File: src/rtl/fwd_tracker.sv
// fwd_tracker: tracks in-flight register producers behind decode and resolves
// operand forwarding and hazard stalls for each decode read port.
//
// Each tracked stage carries {vld, waddr, tnew}. The record shifts one stage
// per clock, and its tnew counts down toward 0, where the result exists.
// Operand selection and the stall request are purely combinational.
//
// Optional build macro: FWD_TRACKER_STAT_EN adds the stat_stall / stat_fwd
// cycle counters and their output ports.

module fwd_tracker #(
    parameter int DW   = 32,
    parameter int AW   = 5,
    parameter int NSTG = 3,
    parameter int NRP  = 2,
    parameter int TW   = 2
) (
    input  logic                clk,
    input  logic                reset_n,
    input  logic                stall_i,
    input  logic                flush_i,
    input  logic                iss_valid,
    input  logic                iss_we,
    input  logic [AW-1:0]       iss_waddr,
    input  logic [TW-1:0]       iss_tnew,
    input  logic [NSTG*DW-1:0]  stg_data,
    input  logic [NRP*AW-1:0]   rd_addr,
    input  logic [NRP*TW-1:0]   rd_tuse,
    input  logic [NRP*DW-1:0]   rf_data,
    output logic [NRP*DW-1:0]   rd_data,
    output logic [NRP-1:0]      rd_fwd,
    output logic                stall_o
`ifdef FWD_TRACKER_STAT_EN
    ,
    output logic [31:0]         stat_stall,
    output logic [31:0]         stat_fwd
`endif
);

    logic [NSTG-1:0] vld_q, vld_d;
    logic [AW-1:0]   waddr_q [NSTG];
    logic [AW-1:0]   waddr_d [NSTG];
    logic [TW-1:0]   tnew_q  [NSTG];
    logic [TW-1:0]   tnew_d  [NSTG];

    logic            issue_ok;

    logic [NRP-1:0]  hit;
    logic [TW-1:0]   win_tnew [NRP];
    logic [DW-1:0]   win_data [NRP];

    // An instruction is captured only if it writes a register and decode is not held.
    assign issue_ok = iss_valid & iss_we & ~stall_o & ~stall_i;

    // Next stage contents: load stage 0, shift the rest with saturating tnew decrement.
    always_comb begin
        vld_d      = '0;
        waddr_d[0] = iss_waddr;
        tnew_d[0]  = iss_tnew;
        vld_d[0]   = issue_ok;
        for (int k = 1; k < NSTG; k++) begin
            vld_d[k]   = vld_q[k-1];
            waddr_d[k] = waddr_q[k-1];
            tnew_d[k]  = (tnew_q[k-1] == '0) ? '0 : tnew_q[k-1] - TW'(1);
        end
        // Flush overrides any concurrent issue.
        if (flush_i) begin
            vld_d = '0;
        end
    end

    // Stage register with asynchronous clear.
    always_ff @(posedge clk or negedge reset_n) begin
        if (!reset_n) begin
            vld_q <= '0;
            for (int k = 0; k < NSTG; k++) begin
                waddr_q[k] <= '0;
                tnew_q[k]  <= '0;
            end
        end else begin
            vld_q <= vld_d;
            for (int k = 0; k < NSTG; k++) begin
                waddr_q[k] <= waddr_d[k];
                tnew_q[k]  <= tnew_d[k];
            end
        end
    end

    // Per-port match search; scanning oldest to youngest lets the youngest win.
    always_comb begin
        hit = '0;
        for (int p = 0; p < NRP; p++) begin
            win_tnew[p] = '0;
            win_data[p] = '0;
            for (int k = NSTG - 1; k >= 0; k--) begin
                if (vld_q[k] && (waddr_q[k] == rd_addr[p*AW +: AW]) &&
                    (rd_addr[p*AW +: AW] != '0)) begin
                    hit[p]      = 1'b1;
                    win_tnew[p] = tnew_q[k];
                    win_data[p] = stg_data[k*DW +: DW];
                end
            end
        end
    end

    // Operand mux and stall request from the winning producer of each port.
    always_comb begin
        rd_data = rf_data;
        rd_fwd  = '0;
        stall_o = 1'b0;
        for (int p = 0; p < NRP; p++) begin
            if (hit[p] && (win_tnew[p] == '0)) begin
                rd_data[p*DW +: DW] = win_data[p];
                rd_fwd[p]           = 1'b1;
            end
            if (hit[p] && (win_tnew[p] > rd_tuse[p*TW +: TW])) begin
                stall_o = 1'b1;
            end
        end
    end

`ifdef FWD_TRACKER_STAT_EN
    logic [31:0] stat_stall_q, stat_stall_d;
    logic [31:0] stat_fwd_q,   stat_fwd_d;

    // Counter next values; flush restarts both counts, natural 32-bit wrap.
    always_comb begin
        stat_stall_d = stat_stall_q + 32'(stall_o);
        stat_fwd_d   = stat_fwd_q + 32'(|rd_fwd);
        if (flush_i) begin
            stat_stall_d = '0;
            stat_fwd_d   = '0;
        end
    end

    // Counter registers.
    always_ff @(posedge clk or negedge reset_n) begin
        if (!reset_n) begin
            stat_stall_q <= '0;
            stat_fwd_q   <= '0;
        end else begin
            stat_stall_q <= stat_stall_d;
            stat_fwd_q   <= stat_fwd_d;
        end
    end

    assign stat_stall = stat_stall_q;
    assign stat_fwd   = stat_fwd_q;
`endif

endmodule

File: config.mk
export PLATFORM = sky130hd
export DESIGN_NAME = fwd_tracker
export DESIGN_NICKNAME = d
export VERILOG_FILES = /design/src/rtl/fwd_tracker.sv
export SDC_FILE = /design/constraint.sdc
export NUM_CORES = 1
export LEC_CHECK = 0
export ABC_AREA = 1
export ABC_CLOCK_PERIOD_IN_PS = 3500
export CORE_ASPECT_RATIO = 1.2
export CORE_UTILIZATION = 44
export CTS_CLUSTER_SIZE = 12
export DETAILED_ROUTE_END_ITERATION = 16
export GPL_ROUTABILITY_DRIVEN = 0
export GPL_TIMING_DRIVEN = 1
export MAX_ROUTING_LAYER = met4
export PLACE_DENSITY_LB_ADDON = 0.3
export REMOVE_ABC_BUFFERS = 1
export SETUP_SLACK_MARGIN = 0.15
export SLEW_MARGIN = 20
export SYNTH_ARGS = -nofsm -noshare
export SYNTH_HDL_FRONTEND = slang
export SYNTH_SLANG_ARGS = --single-unit
File: constraint.sdc
create_clock -name clk -period 3.5 [get_ports clk]
set_clock_uncertainty 0.05 [all_clocks]
set_input_delay 0.35 -clock clk [delete_from_list [all_inputs] [get_ports clk]]
set_output_delay 0.35 -clock clk [all_outputs]
set_load 0.02 [all_outputs]
==> Word level (Yosys, flattened, before mapping) <==
Index checks and enable logic that the tools add are counted.
{ "op_classes": {"n_lt_le_gt_ge": 2, "reduce_logical": 22, "n_mux": 27, "bitwise": 5, "n_addsub": 2, "n_eq_ne": 6} }
{ "ops": {"columns": ["op", "count"], "rows": [
  ["$mux 32", 8],
  ["$eq 5x5->1", 6],
  ["$logic_and 1x1->1", 16],
  ["$mux 2", 8],
  ["$mux 1", 10],
  ["$reduce_bool 5->1", 2],
  ["$logic_not 2->1", 4],
  ["$gt 2x2->1", 2],
  ["$sub 2x1->2 const B", 2],
  ["$and 1x1->1", 3],
  ["$mux 3", 1],
  ["$not 1->1", 2]
]} }
{ "totals": {"inputBits": 187, "word_cells": 71, "regBits": 24, "output_inout_bits": 67} }

==> Logic depth before layout (Yosys ltp) <==
Gate-level depths: netlist (run 1).
{ "logic_depth": {"depth_word": 14, "mapped_depth": 19, "mapped_depth_nobuf": 18} }

==> Worst setup path after synthesis (run 1) <==
Ideal clock, no wire load.
{ "synth_timing": {"kind": "flip-flop to output port", "from": "register waddr_q (netlist bit waddr_d[2])", "to": "output port stall_o", "stages_incl_launch_ff": 17, "arrival_time_ps": 2044, "path_buffers": 1, "required_time_ps": 3100, "path_slack_ps": 1056, "path_cell_list": "dfrtp_1 -> inv_1 -> nand2_1 -> nand2_1 -> nand2_1 -> nor2_4 -> nand2_2 -> nand3_1 -> nand2_1 -> nand2_2 -> buf_2 -> inv_1 -> ha_1 -> inv_1 -> nor2_1 -> o211ai_1 -> nand2_1"} }
{ "synth_between": {"elab_chain_cells": 9, "word_cells_on_any_way": 20, "classes_between": "2 x order compare; 2 x eq/ne; 10 x mux; 6 x reduce/logical"} }
{ "synth_rtl": {"columns": ["item", "line", "rtl"], "rows": [
  ["from (decl)", "41", "logic [AW-1:0] waddr_q [NSTG];"],
  ["from (signal, indexed assignment)", "83", "waddr_q[k] <= waddr_d[k];"],
  ["$eq 5x5->1", "96", "if (vld_q[k] && (waddr_q[k] == rd_addr[p*AW +: AW]) &&"],
  ["$logic_and 1x1->1 (2 in a row)", "96", null],
  ["$mux 2 (2 in a row)", "96", null],
  ["$gt 2x2->1", "116", "if (hit[p] && (win_tnew[p] > rd_tuse[p*TW +: TW])) begin"],
  ["$logic_and 1x1->1", "116", null],
  ["$mux 1", "116", null],
  ["$mux 1 *", "116", null],
  ["to (decl)", "32", "output logic stall_o"]
]} }
Mark *: on every way between the ends. The rest lies on a longest branch, timed or not.

==> Worst setup path after layout (run 1) <==
{ "layout_timing": {"from": "input port rd_addr[8]", "to": "output port rd_data[46]"} }
{ "layout_between": {"elab_chain_cells": 9, "word_cells_on_any_way": 22, "classes_between": "3 x eq/ne; 10 x mux; 9 x reduce/logical"} }
{ "layout_rtl": {"columns": ["item", "line", "rtl"], "rows": [
  ["from (decl)", "27", "input logic [NRP*AW-1:0] rd_addr,"],
  ["$eq 5x5->1", "96", null],
  ["$logic_and 1x1->1 (2 in a row)", "96", null],
  ["$mux 2 (3 in a row)", "96", null],
  ["$logic_not 2->1", "112", "if (hit[p] && (win_tnew[p] == '0)) begin"],
  ["$logic_and 1x1->1", "112", null],
  ["$mux 32 *", "112", null],
  ["to (decl)", "30", "output logic [NRP*DW-1:0] rd_data,"]
]} }
Marked as above.

==> results of run 1 <==
-- through the flow --
step                worst slack, ns  util (%)  power, mW
global placement             0.0823      72.5      0.842
global route                  0.144      72.9       1.12
floorplan                     0.276         -      0.486
detailed placement           0.0160      72.5      0.849
finish                        0.322      72.9       1.06
CTS                           0.247      72.7       1.06
-- per-layer routing --
| layer | global-route usage, % | up-vias | wire (um) |
|---|---|---|---|
| met5 | - | - | 0 |
| met4 | 13.6 | 0 | 756 |
| met3 | 3.44 | 61 | 1900 |
| met2 | 62.4 | 428 | 10000 |
| met1 | 46.9 | 3267 | 8190 |
| li1 | - | 3569 | - |
-- kinds of logic after synthesis --
family,share of synthesized area [%]
simple gates,70.0
buf+inv,14.8
flops,12.7
compound gates,1.22
fa+ha+maj,1.06
xor+xnor,0.185
-- layout make-up --
type / instances / share of cell area [%]
Inverter: 112 / 5.51
Sequential cell: 24 / 7.87
Clock buffer: 3 / 0.984
Tap cell: 129 / 2.12
Multi-Input combinational cell: 784 / 45.4
Timing Repair Buffer: 300 / 38.2
-- placed cells by master (no fill, tap or decap), drive strengths merged --
| master | instances |
|---|---|
| o211ai | 3 |
| a21oi | 3 |
| nand4 | 67 |
| and3 | 1 |
| dfrtp | 24 |
| dlymetal6s2s | 2 |
| nor2 | 34 |
| clkdlybuf4s15 | 2 |
| dlygate4sd2 | 64 |
| nand3 | 146 |
| clkdlybuf4s50 | 183 |
| clkbuf | 4 |
| nand2 | 521 |
| clkinv | 1 |
| xnor2 | 1 |
| inv | 111 |
| o21ai | 4 |
| ha | 4 |
| buf | 48 |
-- worst max path at each step --
stage,startpoint,end,slack [ns],depth (start not counted)
after floorplan,waddr_d[2],rd_data[0],0.28,12
after CTS,rd_addr[3],stall_o,0.25,16
final,rd_addr[8],rd_data[46],0.32,18
after global placement,rd_addr[9],stall_o,0.08,17
after global routing,rd_addr[8],rd_data[48],0.14,18
after detailed placement,rd_addr[9],stall_o,0.02,17
-- worst max-delay path, delay by kind of cell --
| kind | cells | cell delay [ns] |
|---|---|---|
| AND/OR/NAND/NOR | 11 | 0.96 |
| buffers and inverters | 7 | 1.47 |
-- sequential cells by signal (all words and copies together) (netlist names) --
register  count
tnew_q        6
waddr_q       5
vld_q         3
waddr_d      10
-- where the power goes --
part	internal [mW]	leakage (nW)	switching (mW)
Sequential	0.290	0.292	0.0114
Combinational	0.277	4.06	0.244
Clock	0.151	0.0370	0.0880
-- what timing repair did --
item	4_1_cts	5_1_grt
gates resized for setup	72	7
pin swaps	1	3
buffers inserted	1	2
setup endpoints to repair	67	18
hold buffers	0	0
==> results.toml, run 1 <==
[run_status]
outcome = "completed"

[power]
power.density_nw_per_um2 = 139
irDropWorstVdd_mv = 0.327
p_leak_nw = 4.39

[yosys]
ys_top_cells_by_count = "nand2_1 (512), nand3_1 (143), inv_1 (100)"
yosysMostFrequentCell = "nand2_1"
synth_top_area_share_pct = 40.6
yosysSeqAreaShare_pct = 12.7
netlist-cell-type-count = 22
async_reset_ff_share_pct = 100
synth_area_per_cell_um2 = 4.81
synth_edf_count = 0
synth_ff_type = "dfrtp_1"
yosysTopAreaCell = "nand2_1"
yosys_warnings = 0
netlist_instances = 983
ys_ff_latch = 24
synth.area.top_cells = "nand2_1 (41%), nand3_1 (15%), dfrtp_1 (13%)"
synth_area_um2 = 4730

[cells_and_area]
fill_cells = 959
seq_area_um2 = 601
final_cells = 1352
syn2layout_area_growth_pct = 61.2
nNetsFinal = 1416
multi_input_area_um2 = 3460
stdcell_area_um2 = 7630
drive_above_1_share_pct = 6.95
n_antenna_cell = 0

[floorplanning]
die_width_um = 96.7
start_util_pct = 45.2
core-area_um2 = 10500
die_y_um = 116
num_io_pins = 254
std_cell_rows = 41
die-area_um2 = 11200

[detailed_routing]
finalWirelength_mm = 20.9
via_per_inst = 5.42
first_pass_iters = 6
drc = 0
wl_per_cell_um = 15.4
num_vias = 7325
ant_nets = 0
first_iter_violations = 509

[worst_setup_path]
worstPathRequired_ns = 3.10
reg2reg_depth = 14
r2r_start = "waddr_d[9]"
crit_path_frequent_cell = "nand2_1"
r2r_end = "vld_q[0]"
cp_slowest_cell = "clkdlybuf4s50_1"
cp_max_fo = 10
slowest_delay_ns = 0.57
cp-start-kind = "primary input"
end_kind = "output pin"
worstSetupPathType = "primary input to output pin"
arrival_ns = 2.78
crit_chain = "clkdlybuf4s50_1 > inv_2 > nand2_1 > nand2_1 > inv_1 > nand2_1 > nor2_4 > nand3_1 > nand2_1 > inv_1 > nand2_1 > nand2_2 > buf_4 > nand3_2 > buf_4 > nand2_1 > nand2_1 > dlygate4sd2_1"
rrSetupSlack_ns = 1.30

[cts]
htreeDepth = 1
cts_sinks = 24
clock_latency_ns = 0.26
cts-root-buf = "clkbuf_16"
cts_tree = "done"
cts_buffers = 3
clk_pin_slew_ns = 0.05
cts.path.max_buffers = 2

[timing]
fmaxAchievable_ghz = 0.315
relSlewSlack_pct = 64.6
hold_slack_ns = 0.0190
rsz0062_at_grt = "no"
totalNegativeSetupSlack_ns = 0
timing.final.crit_share_pct = 90.8
setup_violations = 0
tightestPinTransition_ns = 0.531
min_period_ns = 3.18
slew_viol_final = 0
finalHoldViolCount = 0

[placement]
portBuffers = 253
place_inst = 1346
dp_hpwl_mm = 15.8
dpl_cell_area_um2 = 7590

[global_routing]
grt_overflow = 0
grt_max_degree = 33
grt_util_all_layers_pct = 37.2
grt_first_pass_wirelength_mm = 33.0
antenna_found_initial = 0
first_global_vias = 6593

[job]
cap_violations = 0

[hold_path]
hp-class = "primary input to async pin"
(Power assumes the default switching activity.)
==> run 2: changes to the inputs <==
- CTS_BUF_LIST: default -> sky130_fd_sc_hd__clkbuf_8
==> results.toml, run 2 (synthesis gave the netlist of run 1 again) <==
[run_status]
outcome = "completed"

[cts]
cts_buffers = 3
cts_tree = "done"
cts-root-buf = "clkbuf_8"
clk_pin_slew_ns = 0.08
htreeDepth = 1
cts_sinks = 24
clock_latency_ns = 0.26
cts.path.max_buffers = 2

[power]
p_leak_nw = 4.60
power.density_nw_per_um2 = 128
irDropWorstVdd_mv = 0.279

[timing]
timing.final.crit_share_pct = 91.2
fmaxAchievable_ghz = 0.313
tightestPinTransition_ns = 0.518
min_period_ns = 3.19
slew_viol_final = 0
rsz0062_at_grt = "no"
relSlewSlack_pct = 65.5
totalNegativeSetupSlack_ns = 0
hold_slack_ns = 0.00339
setup_violations = 0
finalHoldViolCount = 0

[worst_setup_path]
cp_slowest_cell = "clkdlybuf4s50_1"
critPathTopFamily = "buffers and inverters"
arrival_ns = 2.79
slowest_delay_ns = 0.60
cp-start-kind = "primary input"
crit_chain = "clkdlybuf4s50_1 > inv_2 > a21oi_1 > nand2_1 > nor2_4 > nand2_2 > nand3_1 > nand2_1 > nand2_2 > buf_4 > nand3_2 > buf_12 > nand2_1 > nand2_1 > dlygate4sd2_1"
worstSetupPathType = "primary input to output pin"
end_kind = "output pin"
cp_max_fo = 17
path_buf_inv = 5
crit_path_frequent_cell = "nand2_1"
worstPathRequired_ns = 3.10

[floorplanning]
start_util_pct = 45.2
core-area_um2 = 10500
std_cell_rows = 41
die_y_um = 116
num_io_pins = 254
die-area_um2 = 11200
die_width_um = 96.7

[detailed_routing]
via_per_inst = 5.39
ant_nets = 0
first_iter_violations = 563
num_vias = 7293
wl_per_cell_um = 15.4
drc = 0
finalWirelength_mm = 20.9
first_pass_iters = 5

[cells_and_area]
final_common_cell = "nand2_1"
final_cells = 1352
stdcell_area_um2 = 7700
nNetsFinal = 1416
multi_input_area_um2 = 3450
fill_cells = 914
drive_above_1_share_pct = 6.95
fin_util_pct = 73.6
largest_reg_flops = 10
final_cell_mix = "nand2_1 (512), clkdlybuf4s50_1 (185), nand3_1 (143)"
seq_area_um2 = 601
syn2layout_area_growth_pct = 62.7
n_antenna_cell = 0

[placement]
dpl_cell_area_um2 = 7590
dp_hpwl_mm = 15.8
portBuffers = 253
place_inst = 1346

[global_routing]
grt_first_pass_wirelength_mm = 32.6
antenna_found_initial = 0
grt_max_degree = 33
first_global_vias = 6529
grt_util_all_layers_pct = 36.7
grt_overflow = 0

[hold_path]
hp-class = "primary input to async pin"

[job]
cap_violations = 0
## run 2: cell types whose count changed in the layout (fill, tap and decap cells not counted)
cell,before,now
dlymetal6s2s_1,2,31
buf_4,36,35
dlygate4sd2_1,64,35
clkdlybuf4s15_1,2,0
clkbuf_8,0,3
clkbuf_16,3,0
nand3_2,2,3
buf_6,3,4
nand3_4,1,0
clkdlybuf4s50_1,183,185
## run 2: final timing paths
path                                  from           to  slack [ns]  cells past startpoint
worst max-delay path            rd_addr[3]  rd_data[13]        0.31                     15
worst min-delay path               reset_n   waddr_q[4]       0.003                      1
worst max register to register  waddr_d[8]     vld_q[0]        1.30                     15
worst min register to register  waddr_d[6]   waddr_d[1]        0.35                      0
max in group asynchronous          reset_n   waddr_d[6]        3.05                      1
min in group clk                waddr_d[6]   waddr_d[1]        0.35                      0
## run 2: power by group
group / total [mW] / switching, mW / internal (mW)
Sequential: 0.301 / 0.0110 / 0.290
Clock: 0.157 / 0.0797 / 0.0769
Combinational: 0.530 / 0.244 / 0.286
Total: 0.988 / 0.335 / 0.653
## run 2: what timing repair did
action                     in CTS  in global routing
hold buffers                    0                  0
pin swaps                       1                  1
setup buffers                   1                  2
gates cloned                    0                  0
resized for setup              41                 34
setup endpoints to repair      67                 33
## run 2: area by class of cell
cell class / count / share of cell area [%]
clock buffer: 3 / 0.536
inverter: 112 / 5.46
multi-input combinational: 784 / 44.8
sequential: 24 / 7.80
tap: 129 / 2.10
timing repair buffer: 300 / 39.3
## run 2: metal layers
layer | share of wire, % | vias to the layer above | track usage, % | routed length (um)
met2 | 48 | 410 | 61.6 | 10100
li1 | - | 3573 | - | -
met5 | 0 | - | - | 0
met1 | 39 | 3260 | 46.7 | 8230
met3 | 9.2 | 50 | 3.20 | 1930
met4 | 3.0 | 0 | 12.5 | 628
## run 2: through the flow
step	setup slack [ns]	total power, mW
floorplan	0.276	0.486
global placement	0.0823	0.842
detailed placement	0.0160	0.849
CTS	0.151	0.992
global route	0.154	1.04
finish	0.307	0.988
==> run 3: changes to the inputs <==
- CTS_CLUSTER_DIAMETER: default -> 120
==> results of run 3 <==
Same layout as run 2: the final DEF is identical, and so are final timing and power.
